--- config.mk ---
export PLATFORM = sky130hd
export DESIGN_NAME = capture_ctrl
export DESIGN_NICKNAME = d
export VERILOG_FILES = /design/src/rtl/capture_pkg.sv /design/src/rtl/circ_addr_cnt.sv /design/src/rtl/capture_ctrl.sv
export SDC_FILE = /design/constraint.sdc
export NUM_CORES = 1
export LEC_CHECK = 0
export ABC_CLOCK_PERIOD_IN_PS = 3500
export BUFFER_PORTS_ARGS = -buffer_cell sky130_fd_sc_hd__buf_2
export CORE_UTILIZATION = 45
export DETAILED_ROUTE_END_ITERATION = 8
export GPL_ROUTABILITY_DRIVEN = 0
export SLEW_MARGIN = 20
export SYNTH_ARGS = -nofsm -noshare
export SYNTH_HDL_FRONTEND = slang
export SYNTH_HIERARCHICAL = 1
export SYNTH_SLANG_ARGS = --single-unit
--- constraint.sdc ---
create_clock -name clk -period 3.5 [get_ports clk]
set_clock_uncertainty 0.1 [all_clocks]
set_input_delay 0.175 -clock clk [delete_from_list [all_inputs] [get_ports clk]]
set_output_delay 0.175 -clock clk [all_outputs]
set_load 0.01 [all_outputs]
--- src/rtl/capture_pkg.sv ---
// Shared definitions for the capture sequencer: state encoding and default
// sample RAM geometry.
package capture_pkg;

  localparam int CAP_ADDR_W = 9;
  localparam int CAP_DEPTH  = 2 ** CAP_ADDR_W;

  typedef enum logic [2:0] {
    IDLE  = 3'd0,
    PRE   = 3'd1,
    ARMED = 3'd2,
    POST  = 3'd3,
    DONE  = 3'd4
  } cap_state_t;

endpackage

--- src/rtl/circ_addr_cnt.sv ---
// Circular address counter for the sample RAM write pointer; wraps naturally
// from 2**ADDR_W-1 back to 0.
module circ_addr_cnt #(
  parameter int ADDR_W = 9
) (
  input  logic              clk,
  input  logic              rst_n,
  input  logic              clr_i,
  input  logic              inc_i,
  output logic [ADDR_W-1:0] cnt_o
);

  logic [ADDR_W-1:0] cnt_q;

  always_ff @(posedge clk or negedge rst_n) begin
    if (!rst_n) begin
      cnt_q <= '0;
    end else if (clr_i) begin
      cnt_q <= '0;
    end else if (inc_i) begin
      cnt_q <= cnt_q + ADDR_W'(1);
    end
  end

  assign cnt_o = cnt_q;

endmodule

--- src/rtl/capture_ctrl.sv ---
// Capture sequencer: fills the pre-trigger region, arms the trigger path,
// counts post-trigger samples and freezes the circular sample RAM on completion.
module capture_ctrl
  import capture_pkg::*;
#(
  parameter int ADDR_W = CAP_ADDR_W,
  parameter int DEPTH  = 2 ** ADDR_W
) (
  input  logic              clk,
  input  logic              rst_n,
  input  logic              cap_en,
  input  logic              smpl_en,
  input  logic [ADDR_W-1:0] trig_pos,
  input  logic              triggered,
  input  logic              done_clr,
  output logic              armed,
  output logic              set_capture_done,
  output logic              capture_done,
  output logic              we,
  output logic [ADDR_W-1:0] waddr,
  output logic [ADDR_W-1:0] end_addr
);

  localparam logic [ADDR_W:0] DEPTH_C = (ADDR_W + 1)'(DEPTH);
  localparam logic [ADDR_W:0] CNT_ONE = (ADDR_W + 1)'(1);

  cap_state_t        state_q, state_d;
  logic [ADDR_W-1:0] tp_q, tp_d;
  logic [ADDR_W:0]   smpl_cnt_q, smpl_cnt_d;
  logic [ADDR_W-1:0] trig_cnt_q, trig_cnt_d;
  logic              armed_q, armed_d;
  logic              done_q, done_d;
  logic              set_done_q, set_done_d;
  logic [ADDR_W-1:0] end_addr_q, end_addr_d;

  logic              wr;
  logic              waddr_clr;
  logic [ADDR_W:0]   smpl_inc;
  logic [ADDR_W:0]   pre_sum;
  logic [ADDR_W-1:0] trig_inc;
  logic [ADDR_W-1:0] waddr_inc;

  circ_addr_cnt #(.ADDR_W(ADDR_W)) u_waddr (
    .clk   (clk),
    .rst_n (rst_n),
    .clr_i (waddr_clr),
    .inc_i (wr),
    .cnt_o (waddr)
  );

  assign smpl_inc  = (smpl_cnt_q == DEPTH_C) ? smpl_cnt_q : smpl_cnt_q + CNT_ONE;
  assign pre_sum   = smpl_inc + {1'b0, tp_q};
  assign trig_inc  = trig_cnt_q + ADDR_W'(1);
  assign waddr_inc = waddr + ADDR_W'(1);

  always_ff @(posedge clk or negedge rst_n) begin
    if (!rst_n) begin
      state_q    <= IDLE;
      tp_q       <= '0;
      smpl_cnt_q <= '0;
      trig_cnt_q <= '0;
      armed_q    <= 1'b0;
      done_q     <= 1'b0;
      set_done_q <= 1'b0;
      end_addr_q <= '0;
    end else begin
      state_q    <= state_d;
      tp_q       <= tp_d;
      smpl_cnt_q <= smpl_cnt_d;
      trig_cnt_q <= trig_cnt_d;
      armed_q    <= armed_d;
      done_q     <= done_d;
      set_done_q <= set_done_d;
      end_addr_q <= end_addr_d;
    end
  end

  always_comb begin
    state_d    = state_q;
    tp_d       = tp_q;
    smpl_cnt_d = smpl_cnt_q;
    trig_cnt_d = trig_cnt_q;
    armed_d    = armed_q;
    done_d     = done_q;
    set_done_d = 1'b0;
    end_addr_d = end_addr_q;
    wr         = 1'b0;
    waddr_clr  = 1'b0;

    unique case (state_q)
      IDLE: begin
        waddr_clr  = 1'b1;
        smpl_cnt_d = '0;
        trig_cnt_d = '0;
        armed_d    = 1'b0;
        if (cap_en) begin
          tp_d    = trig_pos;
          state_d = PRE;
        end
      end

      PRE: begin
        if (!cap_en) begin
          state_d   = IDLE;
          armed_d   = 1'b0;
          waddr_clr = 1'b1;
        end else if (smpl_en) begin
          wr         = 1'b1;
          smpl_cnt_d = smpl_inc;
          if (pre_sum >= DEPTH_C) begin
            armed_d = 1'b1;
            state_d = ARMED;
          end
        end
      end

      ARMED: begin
        if (!cap_en) begin
          state_d   = IDLE;
          armed_d   = 1'b0;
          waddr_clr = 1'b1;
        end else if (triggered && (tp_q == '0)) begin
          // No post-trigger region: freeze right here without writing.
          state_d    = DONE;
          armed_d    = 1'b0;
          done_d     = 1'b1;
          set_done_d = 1'b1;
          end_addr_d = waddr;
        end else begin
          wr = smpl_en;
          if (triggered) begin
            if (smpl_en && (tp_q == ADDR_W'(1))) begin
              state_d    = DONE;
              armed_d    = 1'b0;
              done_d     = 1'b1;
              set_done_d = 1'b1;
              end_addr_d = waddr_inc;
            end else begin
              state_d    = POST;
              trig_cnt_d = smpl_en ? ADDR_W'(1) : '0;
            end
          end
        end
      end

      POST: begin
        if (!cap_en) begin
          state_d   = IDLE;
          armed_d   = 1'b0;
          waddr_clr = 1'b1;
        end else if (smpl_en) begin
          wr         = 1'b1;
          trig_cnt_d = trig_inc;
          if (trig_inc == tp_q) begin
            state_d    = DONE;
            armed_d    = 1'b0;
            done_d     = 1'b1;
            set_done_d = 1'b1;
            end_addr_d = waddr_inc;
          end
        end
      end

      DONE: begin
        if (done_clr) begin
          done_d  = 1'b0;
          state_d = IDLE;
        end
      end

      default: begin
        state_d = IDLE;
      end
    endcase
  end

  assign we               = wr;
  assign armed            = armed_q;
  assign set_capture_done = set_done_q;
  assign capture_done     = done_q;
  assign end_addr         = end_addr_q;

endmodule

==> results.yml <==
status:
  run_status: "completed"
run:
  number_of_max_capacitance_violations_reported: 0
critical_path:
  required_ns: 3.60
  timing.critical_path.from_type: "flop"
  worst_setup_path_end_kind: "flop"
  timing.rr.start: "smpl_cnt_q[0]"
  r2r_setup_slack_ns: 0.30
  cp_data_arrival_time_ns: 3.30
  r2r-end: "state_q[0]"
  timing.critical_path.fanout_max: 7
  critPathKind: "flop to flop"
  reg2regPathDepth: 14
yosys:
  netlist_top_cells_area: "dfrtp_1, xnor2_1, ha_1"
  synth.mux.area_fraction_pct: 7.043
  async_flop_share_pct: 100.0
  synth.lib_cells_used.distinct: 56
  synth_compound_area_share_pct: 16.55
  synth_enable_flop_cells: 0
  synth.yosys.warnings: 6
  synth-seq-cells: 52
  dominant_combinational_cell_family_by_area_after_synthesis: "simple AND/OR/NAND/NOR gates"
  synth_ff_type: "dfrtp_1"
  synth_simple_gate_area_share_pct: 18.06
  synth.yosys.seq_area_share_pct: 39.38
  synthesized_cell_area_sq_um: 3304
  parity_gate_share_of_the_synthesized_area_counting_xor_and_xnor_cells_pct: 9.542
  synthDominantAreaCellType: "dfrtp_1"
  yosys.area_share.adder_pct: 5.680
  postSynthCellCount: 341
  proportion_of_netlist_area_held_by_the_largest_area_contributor_pct: 39.38
  syn_nets: 371
  synthesis.area_per_instance_sq_um: 9.690
routing:
  routed_wl_mm: 7.562
  postRouteAntennaNets: 0
  via_per_inst: 5.683
  drt_drc_violations_left: 0
  detailroute.via_count: 2722
  detail_route.wl_per_cell_microns: 15.79
  detailedRoute.firstPassIterationCount: 4
  dr.first_iter.drc_count: 133
cells_and_area:
  nNetsFinal: 412
  layout.filler_cells: 623
  utilization_pct: 54.63
  antenna_cells: 0
  multi_input_comb_area_sq_um: 1894
  post_route_cells_drive_above_1_share_pct: 19.06
  final-seq-area_sq_um: 1303
  area_growth_pct: 14.81
sta:
  worst_slack_ns: 0.3022
  final_worst_path_cycle_share_pct: 91.37
  finalSetupTns_ns: 0
  actual_slew_at_the_worst_max_slew_pin_ns: 1.130
  hold-worst-slack_ns: 0.1786
  final_setup_violation_count: 0
  final.min_clock_period_ns: 3.198
  hold_viol: 0
  timing.max_slew.rel_slack_pct: 24.06
  finalMaxSlewViolations: 0
  fmaxAchievable_mhz: 312.7
  unrepaired_setup_endpoints_after_global_routing: "false"
clock_network:
  cts_clk_pin_slew_worst_paths_ns: 0.10
  cts.sinks: 52
  cts.htree.levels: 2
  cts_buffer_depth: 2
  insertion_delay_ns: 0.31
  cts_root_buf: "clkbuf_8"
  clock_tree_from_tritoncts: "built"
  cts_buffers: 5
power:
  power.leakage_nw: 1.697
  max-vdd-ir-drop_mv: 0.3253
  p_comb_share_pct: 35.3
  swShare_pct: 37.64
  clock_network_fraction_of_total_power_pct: 21.8
  internal-power_mw: 1.216
  seqPwrFrac_pct: 43.0
  cell_pwr_density_nw_per_um2: 514.1
  switchingPower_mw: 0.7342
min_path:
  min_to: "smpl_cnt_q[0]"
  hold_path.startpoint: "smpl_en"
  min_delay_path_depth: 3
  holdCritPathClass: "input port to flop"
global_routing:
  antenna_found_initial: 0
  grt_start_max_net_pins: 32
  grt_util_all_layers_pct: 21.34
  overflow: 0
  grt_first_pass_wirelength_mm: 12.72
  grt_pass1_vias: 2549
die:
  core_sq_um: 6944
  initial_core_utilization_pct: 47.59
  die_y_microns: 87.69
  number_of_placement_rows: 30
  die_area_sq_um: 7690
  die_width_microns: 87.69
  pin_count: 37
placement:
  placement.setup.worst_slack_ns: 0.1140
  dp_hpwl_mm: 5.400
  io_port_bufs: 36
[placed cells by master, fill, tap and decap left out, types with 7 or more instances in the layout]
master	netlist	layout
dlygate4sd3_1	0	11
dfrtp_1	52	51
nand4_1	11	11
xnor2_1	22	22
a21oi_1	10	9
mux2_2	11	11
xor2_1	14	14
inv_1	10	10
nand3_1	15	15
nand2_1	29	29
o21ai_0	23	23
nor2_1	16	16
buf_2	6	36
mux2_1	7	7
o31ai_1	10	10
ha_1	15	15
[synthesized netlist by cell type (all sizes together), types with 2 or more instances]
library cell / n
dfrtp: 52
nand2: 30
o21ai: 28
xnor2: 22
mux2: 18
nor2: 16
ha: 15
nand3: 15
xor2: 14
a21oi: 11
nand4: 11
clkbuf: 10
inv: 10
o31ai: 10
buf: 8
nor2b: 6
a32o: 5
and2: 5
and3: 5
or4: 5
a211oi: 4
nand2b: 4
mux2i: 3
nand4b: 3
nor3: 3
o211ai: 3
a21o: 2
a31oi: 2
and4: 2
o2111ai: 2
or3: 2
[worst max-delay path: stages (launching register included)]
cell and delay (ns):
dfrtp_2 0.46, inv_1 0.11, ha_1 0.15, nor4b_2 0.18, nand4b_1 0.25, buf_4 0.22
and2_1 0.14, ha_1 0.19, a211o_1 0.27, o2111ai_1 0.09, a31oi_1 0.13, a211oi_2 0.18
xnor2_1 0.17, o21ai_0 0.14, o32a_1 0.31
[registers in the layout (all words and copies together) (netlist names)]
name              count
trig_cnt_q            9
smpl_cnt_q           10
set_capture_done      1
state_q               3
tp_q                  9
armed                 1
capture_done          1
end_addr              9
u_waddr/cnt_o         9
[worst max-delay path by stage]
| stage | start | to | slack, ns | cells after the start |
|---|---|---|---|---|
| after global routing | smpl_cnt_q[0] | state_q[0] | 0.02 | 15 |
| final | smpl_cnt_q[0] | state_q[0] | 0.30 | 14 |
| after floorplan | smpl_cnt_q[0] | state_q[0] | 0.43 | 14 |
| after global placement | smpl_cnt_q[0] | state_q[0] | 0.24 | 14 |
| after CTS | smpl_cnt_q[0] | state_q[0] | 0.08 | 14 |
| after detailed placement | smpl_cnt_q[0] | state_q[0] | 0.11 | 14 |
[power groups by stage]
stage	sequential [mW]	clock, mW	combinational [mW]
global route	0.856	0.460	0.772
detailed placement	0.848	0	0.667
CTS	0.836	0.437	0.679
floorplan	0.782	0	0.554
global placement	0.844	0	0.657
finish	0.838	0.424	0.688
[what timing repair did]
action / in CTS / in global routing
hold buffers: 11 / 0
endpoints found under the hold margin: 32 / 0
resized for setup: 0 / 4
buffers inserted: 0 / 1
setup endpoints to repair: 0 / 3
[metal layers]
layer	share of wire, %	track usage [%]	vias to the layer above
met2	46	34.16	59
met5	0	0	-
met4	1.2	6.110	0
met3	4.4	3.770	10
met1	48	29.67	1334
li1	-	-	1319
[kinds of logic after synthesis]
| family | after synthesis |
|---|---|
| AO/OA/AOI/OAI | 78 |
| flip-flops | 52 |
| XOR/XNOR | 36 |
| AND/OR/NAND/NOR | 111 |
| multiplexers | 21 |
| adder cells (fa/ha/maj) | 15 |
| buffers and inverters | 28 |
[stage by stage]
| step | instances | area, sq um | power [mW] |
|---|---|---|---|
| after floorplan | 341 | 3304 | 1.336 |
| after global placement | 459 | 3548 | 1.502 |
| after detailed placement | 459 | 3548 | 1.515 |
| after CTS | 478 | 3770 | 1.952 |
| after global routing | 479 | 3794 | 2.088 |
| final | 479 | 3794 | 1.950 |
[final cells by class]
| class | instances | area share (%) |
|---|---|---|
| Multi-Input combinational cell | 261 | 49.93 |
| Clock inverter | 3 | 1.121 |
| Clock buffer | 5 | 1.814 |
| Timing Repair Buffer | 52 | 8.641 |
| Sequential cell | 52 | 34.33 |
| Inverter | 10 | 0.9894 |
| Tap cell | 96 | 3.166 |
Power figures use the tool's default switching activity.
